===== src/rtl/ngcore_seq.sv =====
// Multi-cycle sequencer: fetch, optional *A read, execute handshake, optional *A write.
// Data instr 1 cycle, compute 2, +1 per *A access; stalls on imem_valid, dmem_rvalid, dmem_wack.
module ngcore_seq (
  input  logic        clk,
  input  logic        rst,
  output logic [15:0] imem_addr,
  input  logic [15:0] imem_data,
  input  logic        imem_valid,
  output logic [15:0] dmem_addr,
  input  logic [15:0] dmem_rdata,
  input  logic        dmem_rvalid,
  output logic [15:0] dmem_wdata,
  output logic        dmem_we,
  input  logic        dmem_wack,
  output logic [15:0] h_instr,
  output logic [15:0] h_a_reg,
  output logic [15:0] h_d_reg,
  output logic [15:0] h_a_mem_reg,
  input  logic [15:0] h_out,
  input  logic        h_jmp,
  input  logic [2:0]  h_dst,
  output logic [15:0] instret
);

  typedef enum logic [1:0] {
    S_FETCH = 2'd0,
    S_READ  = 2'd1,
    S_EXEC  = 2'd2,
    S_WRITE = 2'd3
  } state_e;

  state_e      state_q, state_d;
  logic [15:0] pc_q, pc_d;
  logic [15:0] areg_q, areg_d;
  logic [15:0] dreg_q, dreg_d;
  logic [15:0] mreg_q, mreg_d;
  logic [15:0] ir_q, ir_d;
  logic [15:0] wr_addr_q, wr_addr_d;
  logic [15:0] wr_data_q, wr_data_d;
  logic [15:0] instret_q, instret_d;

  always_ff @(posedge clk) begin
    if (rst) state_q <= S_FETCH;
    else     state_q <= state_d;
  end

  always_comb begin
    state_d = state_q;
    case (state_q)
      S_FETCH: if (imem_valid && imem_data[15]) state_d = imem_data[12] ? S_READ : S_EXEC;
      S_READ:  if (dmem_rvalid) state_d = S_EXEC;
      S_EXEC:  state_d = h_dst[0] ? S_WRITE : S_FETCH;
      S_WRITE: if (dmem_wack) state_d = S_FETCH;
      default: state_d = S_FETCH;
    endcase
  end

  // Datapath next-state; EXEC uses the pre-update A for both jump target and write address.
  always_comb begin
    pc_d      = pc_q;
    areg_d    = areg_q;
    dreg_d    = dreg_q;
    mreg_d    = mreg_q;
    ir_d      = ir_q;
    wr_addr_d = wr_addr_q;
    wr_data_d = wr_data_q;
    instret_d = instret_q;
    case (state_q)
      S_FETCH: begin
        if (imem_valid) begin
          if (!imem_data[15]) begin
            areg_d    = imem_data;
            pc_d      = pc_q + 16'd1;
            instret_d = instret_q + 16'd1;
          end else begin
            ir_d = imem_data;
          end
        end
      end
      S_READ: begin
        if (dmem_rvalid) mreg_d = dmem_rdata;
      end
      S_EXEC: begin
        pc_d = h_jmp ? areg_q : pc_q + 16'd1;
        if (h_dst[2]) areg_d = h_out;
        if (h_dst[1]) dreg_d = h_out;
        if (h_dst[0]) begin
          wr_addr_d = areg_q;
          wr_data_d = h_out;
        end else begin
          instret_d = instret_q + 16'd1;
        end
      end
      S_WRITE: begin
        if (dmem_wack) instret_d = instret_q + 16'd1;
      end
      default: ;
    endcase
  end

  always_ff @(posedge clk) begin
    if (rst) begin
      pc_q      <= 16'd0;
      areg_q    <= 16'd0;
      dreg_q    <= 16'd0;
      mreg_q    <= 16'd0;
      ir_q      <= 16'd0;
      wr_addr_q <= 16'd0;
      wr_data_q <= 16'd0;
      instret_q <= 16'd0;
    end else begin
      pc_q      <= pc_d;
      areg_q    <= areg_d;
      dreg_q    <= dreg_d;
      mreg_q    <= mreg_d;
      ir_q      <= ir_d;
      wr_addr_q <= wr_addr_d;
      wr_data_q <= wr_data_d;
      instret_q <= instret_d;
    end
  end

  always_comb begin
    dmem_we     = (state_q == S_WRITE);
    dmem_addr   = dmem_we ? wr_addr_q : areg_q;
    dmem_wdata  = wr_data_q;
    imem_addr   = pc_q;
    h_instr     = ir_q;
    h_a_reg     = areg_q;
    h_d_reg     = dreg_q;
    h_a_mem_reg = mreg_q;
    instret     = instret_q;
  end

endmodule

===== config.mk =====
export PLATFORM = sky130hd
export DESIGN_NAME = ngcore_seq
export DESIGN_NICKNAME = d
export VERILOG_FILES = /design/src/rtl/ngcore_seq.sv
export SDC_FILE = /design/constraint.sdc
export NUM_CORES = 1
export LEC_CHECK = 0
export BUFFER_PORTS_ARGS = -buffer_cell sky130_fd_sc_hd__buf_2
export CORE_MARGIN = 1
export CORE_UTILIZATION = 35
export CTS_BUF_LIST = sky130_fd_sc_hd__clkbuf_4
export DETAILED_ROUTE_END_ITERATION = 10
export PLACE_DENSITY_LB_ADDON = 0.15
export SYNTH_ARGS = -nofsm -noshare
export SYNTH_HDL_FRONTEND = slang
export SYNTH_SLANG_ARGS = --single-unit

===== constraint.sdc =====
create_clock -name clk -period 2.2 [get_ports clk]
set_input_delay 0.11 -clock clk [delete_from_list [all_inputs] [get_ports clk]]
set_output_delay 0.11 -clock clk [all_outputs]
set_load 0.01 [all_outputs]

# Yosys cells after proc, flatten, opt, wreduce, memory -nomap -nowiden
# Cells that the tools add are included.
[totals]
reg_bits = 130
elab_cells = 53
mem_bits_rw = 0
latchBits = 0
mem_bits_ro = 0
in_bits = 57
output_inout_bits = 129
memories = 0
[op_classes]
n_mux = 20
div = 0
multipliers = 0
addsub = 2
eq_ne = 10
order_cmp = 0
bitwise_logic = 0
reduce_logical = 12
shift = 0
[ops]
columns = ["cell", "n"]
rows = [
  ["$mux 16", 11],
  ["$pmux 16 s2", 2],
  ["$pmux 16 s3", 1],
  ["$add 16x1->16 const B", 2],
  ["$ne 2x2->1 const B", 6],
  ["$mux 2", 5],
  ["$reduce_and 3->1", 3],
  ["$pmux 2 s4", 1],
  ["$reduce_and 2->1", 3],
  ["$reduce_and 5->1", 1],
  ["$eq 2x2->1 const B", 2],
  ["$reduce_and 4->1", 1],
  ["$reduce_bool 3->1", 1],
  ["$eq 2x1->1 const B", 1],
  ["$logic_not 2->1", 1],
  ["$ne 2x1->1 const B", 1],
  ["$reduce_bool 2->1", 1],
  ["$logic_and 1x1->1", 1],
]

# Longest topological paths before layout
[depth]
ltp_word = 4
mapped_depth = 7
depth_no_buf = 5

# Least setup slack after synthesis
# No wires, ideal clock.
[synth_timing]
kind = "reg-to-reg"
from = "reg state_q[0]"
to = "reg pc_q[11], in the netlist imem_addr[11]"
setup_slack_ns = 0.440
required_time_ns = 2.126
n_path_buf = 2
synth_period_minus_slack_ns = 1.760
setup_time_ns = 0.074
path_stages_with_launch = 7
arrival_time_ns = 1.685
path_cell_list = "dfxtp_1 buf_4 and3b_1 buf_6 a211o_1 or4_1 a31oi_1"
[synth_via]
elab_chain_len = 3
word_cells_on_any_way = 7
cone_classes = "eq/ne (3); mux (1); reduce/logical (3)"
[synth_lines]
columns = ["element", "line", "source"]
rows = [
  ["start: declaration", "32", "state_e state_q, state_d;"],
  ["start signal: assignment", "44", "else state_q <= state_d;"],
  ["$eq 2x2->1 or $logic_not 2->1 (tied branches)", "68", "case (state_q)"],
  ["$reduce_bool 2->1 (no line) or $ne 2x2->1 (tied branches)", "n/a", ""],
  ["$reduce_and 3->1 (no line)", "n/a", ""],
  ["end signal: assignment", "112", "pc_q <= pc_d;"],
  ["end: declaration", "33", "logic [15:0] pc_q, pc_d;"],
]
# Several ways; a longest one is shown, not always the timed one.
# A chain may end at the register's enable or synchronous reset.

# Final worst setup path
[layout_timing]
from = "reg state_q[0]"
to = "out dmem_addr[6]"
[layout_via]
elab_chain_len = 2
[layout_lines]
columns = ["element", "line", "source"]
rows = [
  ["$eq 2x2->1", "124", "dmem_we = (state_q == S_WRITE);"],
  ["$mux 16", "125", "dmem_addr = dmem_we ? wr_addr_q : areg_q;"],
  ["end: declaration", "9", "output logic [15:0] dmem_addr,"],
]
# Every way passes these cells.

==> results.cfg <==
[timing]
slew_headroom = 0.599
maxSlewViolCount = 0
fmaxAchievable_mhz = 487
setup_violations = 0
timing.setup.tns_ns = 0
tightestPinTransition_ns = 0.600
grt_setup_unrepaired = false
fin_skew_ns = 0.0177
fin_crit_sh = 0.933
post-route-min-period_ns = 2.05
finalHoldViolCount = 0

[clock_tree]
cts_tree = yes
numCtsBuffers = 17
cts_setup_buffers = 0
htreeDepth = 4
numClockSinks = 130
cts.clk_slew.worst_paths_ns = 0.11
clk_latency_ns = 0.54
cts-root-buf = clkbuf_4
clockBufferDepth = 2

[routing]
vias_per_cell = 5.14
ant_nets = 0
wire_per_inst_um = 16.0
drtPass1Iterations = 5
num_vias = 5876
drc = 0
wl_um = 18200
drtIter0Drc = 452

[critical_path]
cp_slowest_cell = dfxtp_1
r2r_cells = 5
cpPeakStageDelay_ns = 0.53
crit_path_end = dmem_addr[6]
worstPathRequired_ns = 2.09
r2r_slack_ns = 0.30
rr_endpoint = instret[9]
setup.worst_path.start_class = flop
crit_fanout = 11
crit_start = state_q[0]
worstSetupEndpointType = primary output
crit_chain = nand2_2, buf_4, mux2_2, buf_2
critical_path_class = reg2out
r2r-start = state_q[1]
cp.arrival_ns = 1.94

[power_and_ir_drop]
comb_power_share = 0.165
pwr-share-clk = 0.318
max-vdd-ir-drop_mv = 0.423
power.density_nw_per_um2 = 665
swShare = 0.284
p_leak_nw = 3.12
p_int_w = 0.00357
p_switching_w = 0.00142
pwr-share-seq = 0.518

[grt]
grt_pass1_wl_um = 28600
grt_max_degree = 84
grt-ovfl-total = 0
grt.total_usage = 0.225
grt_pass1_vias = 5534
antenna_found_initial = 1

[place]
routabilityCongestion = 0.830
hpwl_um = 12700
io_buffers = 185

[synthesis]
synthXorXnorAreaFrac = 0.00158
ys_ff_latch = 130
ys_warn_count = 0
muxShareOfSynthArea = 0.0437
synth_compound_area_frac = 0.190
syn_area_sq_um = 5560
yosysTopAreaCell = dfxtp_1
synthAdderAreaFrac = 0.00450
synth.top_cells.by_count = 207 x nand2_1, 130 x dfxtp_1, 102 x a21oi_1
synth_most_common_cell = nand2_1
synth_top_family_by_area = simple AND/OR/NAND/NOR gates
synth_flop_cell = dfxtp_1
synth-edff-count = 0
async_reset_ff_frac = 0
ys_top_cells_by_area = dfxtp_1 47%, nand2_1 14%, a21oi_1 9.2%
syn_avg_cell_area_sq_um = 7.92
syn_inst = 702
yosysUniqueCellTypes = 47
yosysTopAreaCellShare = 0.468
synth_simple_gate_area_frac = 0.250
syn_nets = 761
ys_seq_area_frac = 0.468

[cells_and_area]
post-route-util = 0.488
final_nets = 980
area_growth_pct = 34.8
layout-drive-gt1-share = 0.270
num-fill-cells = 1539

[floorplan]
die_y_um = 128
row_count = 45
pin_count = 186
dieWidth_um = 128
fp.coreArea_sq_um = 15400
initial_core_util = 0.362
die_area_sq_um = 16400

[flow_run]
maxCapViolCount = 0

[worst_hold_path]
worstHoldStart = h_dst[2]
hold_class = in2reg

[outcome]
outcome = complete, no violations
[layout by cell type, fill, tap and decap left out, types with 5 or more instances in the layout]
cell | netlist | layout
a21oi_1 | 102 | 102
a22oi_1 | 8 | 8
a311oi_1 | 17 | 17
a31oi_1 | 6 | 5
and2_1 | 8 | 8
and4_1 | 5 | 5
buf_2 | 3 | 184
buf_4 | 1 | 17
clkbuf_4 | 0 | 18
clkinv_1 | 0 | 7
dfxtp_1 | 130 | 129
dlygate4sd3_1 | 0 | 51
mux2_2 | 16 | 16
nand2_1 | 207 | 206
nand2b_1 | 5 | 5
nand3_1 | 17 | 17
nand4_1 | 8 | 8
nor2_1 | 26 | 25
o21ai_0 | 14 | 14
o31ai_1 | 12 | 12
or3_1 | 6 | 6
or4_1 | 14 | 14
[area by class of cell]
cell class / instances / area (sq um) / area share
Antenna cell: 1 / 2.50 / 0.000334
Clock buffer: 18 / 135 / 0.0180
Clock inverter: 11 / 121 / 0.0162
Inverter: 5 / 18.8 / 0.00250
Multi-Input combinational cell: 513 / 2750 / 0.367
Sequential cell: 130 / 2600 / 0.347
Tap cell: 211 / 264 / 0.0352
Timing Repair Buffer: 254 / 1600 / 0.213
[per-layer routing]
| metal | vias up | wire length (um) | track usage | share of wire |
|---|---|---|---|---|
| met5 | - | 0 | 0 | 0 |
| met4 | 0 | 295 | 0.0796 | 0.016 |
| met3 | 24 | 1360 | 0.0651 | 0.074 |
| met2 | 195 | 8780 | 0.379 | 0.48 |
| met1 | 2768 | 7810 | 0.273 | 0.43 |
| li1 | 2889 | - | - | - |
[stage by stage]
stage / instances / total power, W / hold WS, ns / area, sq um / setup slack, ns
6_report: 1143 / 0.00498 / 0.0382 / 7490 / 0.146
5_1_grt: 1143 / 0.00524 / 0.0157 / 7490 / 0.0100
4_1_cts: 1142 / 0.00504 / 0.000735 / 7490 / 0.0893
3_5_place_dp: 1062 / 0.00338 / 0.359 / 6720 / 0.264
3_3_place_gp: 1062 / 0.00337 / 0.352 / 6720 / 0.365
2_1_floorplan: 702 / 0.00301 / 0.246 / 5560 / 0.440
[worst min-delay path by stage]
stage,to,slack [ns],cells past startpoint
global placement,h_a_mem_reg[14],0.35,3
floorplan,dmem_wdata[0],0.25,2
detailed placement,h_a_mem_reg[1],0.36,3
finish,h_a_reg[15],0.04,4
CTS,instret[0],0.0007,2
global route,h_a_reg[15],0.02,4
[critical path, delay by kind of cell (launching register included)]
family	cells	cell delay (ns)
buffers and inverters	2	0.39
DFF	1	0.53
muxes	1	0.29
and+or+nand+nor	1	0.21
[power groups by stage]
stage	clock network [W]	logic (W)	registers, W
2_1_floorplan	0	0.000385	0.00263
3_3_place_gp	0	0.000739	0.00263
3_5_place_dp	0	0.000750	0.00263
4_1_cts	0.00163	0.000823	0.00258
5_1_grt	0.00174	0.000900	0.00260
6_report	0.00158	0.000820	0.00258
[kinds of logic (layout without fill, tap and decap cells)]
| kind of cell | Yosys count | count (layout) |
|---|---|---|
| adders and majority gates | 2 | 2 |
| other | 0 | 1 |
| xor gates and xnor gates | 1 | 1 |
| AOI/OAI and AO/OA | 176 | 176 |
| buffers and inverters | 59 | 288 |
| muxes | 21 | 21 |
| and+or+nand+nor | 313 | 313 |
| DFF | 130 | 130 |
[what timing repair did]
action                                  in CTS  in global routing
hold endpoints to repair                    81                  0
gates resized for setup                      2                  0
endpoints found under the setup margin      10                  0
hold buffers                                51                  0
Power figures use the tool's default switching activity.
